File: src/rtl/digit_scanner.sv
// -----------------------------------------------------------------------------
// digit_scanner
//   Time-multiplexed driver for a four-digit BCD display. Each digit gets a
//   blanking gap of BLANK cycles followed by DWELL cycles in which it is
//   driven. One frame covers digits 0..3 and lasts 4*(DWELL+BLANK) cycles.
//   New display data is taken through a valid/ready handshake into a pending
//   register and committed only at the frame boundary, so a frame never shows
//   a mix of old and new digits. Nibbles above 9 blank their digit.
//
// Parameters
//   DWELL       cycles each digit is driven (>= 1)
//   BLANK       blanking cycles before each digit (>= 1)
//
// Ports
//   clk         rising-edge clock
//   rst_n       asynchronous active-low reset
//   load_valid  load_data is valid this cycle
//   load_ready  a load can be accepted this cycle
//   load_data   four BCD digits, [3:0] = digit0 (rightmost), [15:12] = digit3
//   number      BCD code of the digit currently driven (0 when not driving)
//   digit_en    one-hot digit select, bit i drives digit i
//   blank       high during blanking and during suppressed digits
//   frame_done  one-cycle pulse on the last driven cycle of digit3
// -----------------------------------------------------------------------------
module digit_scanner #(
  parameter int unsigned DWELL = 8,
  parameter int unsigned BLANK = 2
) (
  input  logic        clk,
  input  logic        rst_n,
  input  logic        load_valid,
  output logic        load_ready,
  input  logic [15:0] load_data,
  output logic [3:0]  number,
  output logic [3:0]  digit_en,
  output logic        blank,
  output logic        frame_done
);

  localparam int unsigned MAXP = (DWELL > BLANK) ? DWELL : BLANK;
  localparam int unsigned CW   = (MAXP > 1) ? $clog2(MAXP) : 1;
  localparam logic [CW-1:0] DWELL_LAST = CW'(DWELL - 1);
  localparam logic [CW-1:0] BLANK_LAST = CW'(BLANK - 1);

  typedef enum logic {
    GAP  = 1'b0,
    SHOW = 1'b1
  } state_t;

  state_t        state_q, state_d;
  logic [1:0]    idx_q, idx_d;
  logic [CW-1:0] cnt_q, cnt_d;

  logic [15:0]   display_q, display_d;
  logic [15:0]   pending_q, pending_d;
  logic          pend_full_q, pend_full_d;

  logic          load_ready_q, load_ready_d;
  logic [3:0]    number_q, number_d;
  logic [3:0]    digit_en_q, digit_en_d;
  logic          blank_q, blank_d;
  logic          frame_done_q, frame_done_d;

  logic [3:0]    nibble;
  logic          accept;
  logic          commit;

  // ---------------------------------------------------------------------------
  // Scan sequencer
  // ---------------------------------------------------------------------------
  always_comb begin
    state_d = state_q;
    idx_d   = idx_q;
    cnt_d   = cnt_q + CW'(1);
    unique case (state_q)
      GAP: begin
        if (cnt_q == BLANK_LAST) begin
          state_d = SHOW;
          cnt_d   = '0;
        end
      end
      SHOW: begin
        if (cnt_q == DWELL_LAST) begin
          state_d = GAP;
          idx_d   = idx_q + 2'd1;
          cnt_d   = '0;
        end
      end
      default: begin
        state_d = GAP;
        idx_d   = '0;
        cnt_d   = '0;
      end
    endcase
  end

  // ---------------------------------------------------------------------------
  // Load handshake and frame-boundary commit
  // ---------------------------------------------------------------------------
  // The registered ready already mirrors !pend_full_q, so the cycle that
  // clears pending still reports not-ready; acceptance resumes one cycle on.
  assign accept = load_valid && load_ready_q;
  // frame_done_q is high during the last driven cycle of the frame; the edge
  // that ends it is the frame boundary.
  assign commit = frame_done_q && pend_full_q;

  always_comb begin
    pending_d   = pending_q;
    pend_full_d = pend_full_q;
    display_d   = display_q;
    if (accept) begin
      pending_d   = load_data;
      pend_full_d = 1'b1;
    end else if (commit) begin
      display_d   = pending_q;
      pend_full_d = 1'b0;
    end
  end

  // ---------------------------------------------------------------------------
  // Output decode, registered one cycle behind the sequencer state
  // ---------------------------------------------------------------------------
  always_comb begin
    nibble = 4'd0;
    unique case (idx_q)
      2'd0: nibble = display_q[3:0];
      2'd1: nibble = display_q[7:4];
      2'd2: nibble = display_q[11:8];
      2'd3: nibble = display_q[15:12];
      default: nibble = 4'd0;
    endcase
  end

  always_comb begin
    number_d     = '0;
    digit_en_d   = '0;
    blank_d      = 1'b1;
    frame_done_d = 1'b0;
    load_ready_d = !pend_full_d;
    if (state_q == SHOW) begin
      // Non-BCD nibbles keep the blanked look for the whole dwell time.
      if (nibble <= 4'd9) begin
        number_d   = nibble;
        digit_en_d = 4'b0001 << idx_q;
        blank_d    = 1'b0;
      end
      frame_done_d = (idx_q == 2'd3) && (cnt_q == DWELL_LAST);
    end
  end

  // ---------------------------------------------------------------------------
  // State registers
  // ---------------------------------------------------------------------------
  always_ff @(posedge clk or negedge rst_n) begin
    if (!rst_n) begin
      state_q      <= GAP;
      idx_q        <= '0;
      cnt_q        <= '0;
      display_q    <= '0;
      pending_q    <= '0;
      pend_full_q  <= 1'b0;
      load_ready_q <= 1'b0;
      number_q     <= '0;
      digit_en_q   <= '0;
      blank_q      <= 1'b0;
      frame_done_q <= 1'b0;
    end else begin
      state_q      <= state_d;
      idx_q        <= idx_d;
      cnt_q        <= cnt_d;
      display_q    <= display_d;
      pending_q    <= pending_d;
      pend_full_q  <= pend_full_d;
      load_ready_q <= load_ready_d;
      number_q     <= number_d;
      digit_en_q   <= digit_en_d;
      blank_q      <= blank_d;
      frame_done_q <= frame_done_d;
    end
  end

  assign load_ready = load_ready_q;
  assign number     = number_q;
  assign digit_en   = digit_en_q;
  assign blank      = blank_q;
  assign frame_done = frame_done_q;

endmodule

File: config.mk
export PLATFORM = sky130hd
export DESIGN_NAME = digit_scanner
export DESIGN_NICKNAME = d
export VERILOG_FILES = /design/src/rtl/digit_scanner.sv
export SDC_FILE = /design/constraint.sdc
export NUM_CORES = 1
export LEC_CHECK = 0
export CORE_MARGIN = 5
export CORE_UTILIZATION = 55
export DETAILED_ROUTE_END_ITERATION = 6
export GPL_ROUTABILITY_DRIVEN = 0
export PLACE_DENSITY = 0.9
export SETUP_SLACK_MARGIN = 0.1
export SYNTH_ARGS = -nofsm -noshare
export SYNTH_HDL_FRONTEND = slang
export SYNTH_SLANG_ARGS = --single-unit
File: constraint.sdc
create_clock -name clk -period 2.8 [get_ports clk]
set_input_delay 0.7 -clock clk [delete_from_list [all_inputs] [get_ports clk]]
set_output_delay 0.7 -clock clk [all_outputs]
set_load 0.01 [all_outputs]
==> flow_summary.json <==
{
  "seq_area_frac_synth_pct": 61.73,
  "synth-warning-count": 0,
  "core_area_um2": 3606,
  "die-area_um2": 4999,
  "drc": 0,
  "wl_per_cell_um": 15.01,
  "seqCellArea_um2": 1251,
  "fmax_mhz": 508.2,
  "clk_path_buf_depth": 2,
  "nNetsFinal": 209,
  "ff2ff_path_depth": 6,
  "cellLeakagePower_nw": 1.197,
  "min_period_over_period_pct": 70.28,
  "yosysTopAreaCell": "dfrtp_1",
  "synth.top_cell.area_share_pct": 61.73,
  "end_kind": "output pin",
  "die_width_um": 70.71,
  "critPathTopFamily": "buffers and inverters",
  "multiInputGateArea_um2": 710.7,
  "cap_violations": 0,
  "start_kind": "flip-flop",
  "status": "complete, no violations",
  "numCtsBuffers": 5,
  "insertion_delay_ns": 0.30,
  "cts-htree-levels": 2,
  "power_density_nw_per_um2": 594.6,
  "num_antenna_cells": 0,
  "ant_nets": 0,
  "ctsHoldBuffers": 0,
  "hold_class": "in2async",
  "drv_slew": 0,
  "syn_avg_cell_area_um2": 13.70,
  "grt_max_degree": 23,
  "post_cts_buffers": 0,
  "max_stage_delay_ns": 0.56,
  "viasPerCell": 5.242,
  "cp_cell_sequence": "clkdlybuf4s50_1",
  "num-fill-cells": 257,
  "initial_core_util_pct": 56.21,
  "firstDrtPassIters": 4,
  "skew_ns": 0.01013,
  "worst_path_max_delay_cell": "clkdlybuf4s50_1",
  "period_minus_slack_ns": 1.968,
  "critPathBufInv": 1,
  "peakVddDrop_mv": 0.3224,
  "synth_nets": 175,
  "synth_area_um2": 2027,
  "dpl.hpwl_mm": 2.579,
  "post_cts_resized": 0,
  "ios": 30,
  "synth.distinct_cells": 23,
  "grt_pass1_vias": 1260,
  "required_ns": 2.10,
  "setup_viol": 0,
  "grt-ovfl-total": 0,
  "r2r-start": "idx_q[0]$_DFFE_PN0P_",
  "r2r_slack_ns": 1.03,
  "crit_type": "reg2out",
  "cts_sinks": 50,
  "synthToLayoutAreaGrowth_pct": 23.27,
  "die_h_um": 70.71,
  "clockRootBuffer": "clkbuf_8",
  "relSlewSlack_pct": 69.06,
  "drtIter0Drc": 79,
  "vias": 1211,
  "cts.reportedPaths.clkPinSlew_ns": 0.09,
  "worstPathArrival_ns": 1.27,
  "synth_area_leaders": "dfrtp_1 62%, mux2_2 15%, ha_1 4.9%",
  "worst-path-max-fanout": 3,
  "port_buffers": 29,
  "grt_antenna_before_repair": 0,
  "tns_ns": 0,
  "grt_pass1_wl_mm": 5.878,
  "ys_ff_latch": 50,
  "tightestPinTransition_ns": 0.4641,
  "drive_gt1_share_pct": 24.59,
  "grt_use_total_pct": 15.14,
  "placed_area_um2": 2356,
  "finalInstanceArea_um2": 2499,
  "rr_endpoint": "blank$_DFF_PN0_",
  "syn_inst": 148,
  "hold_viol_final": 0,
  "cts_tree": "built",
  "rsz0062_at_grt": "no",
  "row_count": 22,
  "wirelength_mm": 3.468
}
metrics by stage:
step	worst slack [ns]	utilization (%)	hold WS, ns	power [W]	cells
5_1_grt	0.7869	69.29	0.3738	0.001542	231
6_report	0.8321	69.29	0.3408	0.001486	231
2_1_floorplan	1.146	-	0.4044	0.0008438	148
4_1_cts	0.8249	69.29	0.3488	0.001502	231
3_3_place_gp	0.5725	65.34	0.4450	0.0008947	223
3_5_place_dp	0.5292	65.34	0.4597	0.0009041	223
sequential cells by signal (all words and copies together), names as in the netlist:
signal / cells
display_q: 16
pending_q: 16
digit_en: 4
number: 4
cnt_q: 3
idx_q: 2
blank: 1
frame_done: 1
load_ready: 1
pend_full_q: 1
state_q: 1
cell usage after synthesis, drive strengths merged:
cell type	count
a22o	2
a222oi	2
a21oi	3
buf	3
a22oi	2
nand2	14
clkbuf	1
and2	1
mux2	31
inv	9
o21ai	6
xnor2	1
dfrtp	50
and3	2
ha	8
nor2	11
nand2b	1
nand3	1
cells by family after synthesis:
kind of cell	count (synthesis)	share of synthesized area, %
flops	50	61.73
xor+xnor	1	0.4322
fa+ha+maj	8	4.938
buf+inv	13	3.209
mux	31	17.96
simple gates	30	6.729
compound gates	15	5.000
layout by cell type (no fill, tap or decap), types with 2 or more instances in the layout:
| cell type | netlist | routed |
|---|---|---|
| clkbuf_8 | 0 | 6 |
| clkdlybuf4s50_1 | 0 | 28 |
| mux2_2 | 27 | 27 |
| mux2_4 | 4 | 4 |
| dfrtp_1 | 50 | 50 |
| buf_4 | 0 | 2 |
| nand2_1 | 13 | 13 |
| a22oi_1 | 2 | 2 |
| a222oi_1 | 2 | 2 |
| bufinv_16 | 0 | 2 |
| inv_1 | 9 | 9 |
| a21oi_1 | 2 | 2 |
| ha_1 | 8 | 8 |
| o21ai_0 | 6 | 6 |
| nor2_1 | 11 | 11 |
| a22o_1 | 2 | 2 |
worst max path at each step:
| stage | slack (ns) | start | depth (start not counted) | endpoint |
|---|---|---|---|---|
| after global routing | 0.79 | load_valid | 4 | display_q[12]$_DFFE_PN0P_ |
| after CTS | 0.82 | frame_done$_DFF_PN0_ | 1 | frame_done |
| final | 0.83 | frame_done$_DFF_PN0_ | 1 | frame_done |
| after global placement | 0.57 | load_valid | 4 | display_q[9]$_DFFE_PN0P_ |
| after detailed placement | 0.53 | load_valid | 4 | display_q[4]$_DFFE_PN0P_ |
| after floorplan | 1.15 | load_valid | 5 | display_q[0]$_DFFE_PN0P_ |
where the power goes:
group,switching [W],internal [W]
registers,0.0000239,0.000766
logic,0.0000354,0.0000618
clock network,0.000218,0.000381
total,0.000278,0.00121
routing by layer:
layer | routed length, um | global-route usage [%] | vias up
met3 | 185 | 3.835 | 9
met2 | 1764 | 26.16 | 42
li1 | - | - | 566
met1 | 1422 | 17.42 | 594
met4 | 97 | 7.516 | 0
met5 | 0 | 0 | -
layout make-up:
cell class              instances  share of cell area, %
clock buffers                   6                  3.305
repair buffers                 31                  12.02
well taps                      48                  2.404
multi-input cells              85                  28.44
flip-flops and latches         50                  50.08
clock inverters                 2                  2.404
inverters                       9                  1.352
(Power assumes the default switching activity.)
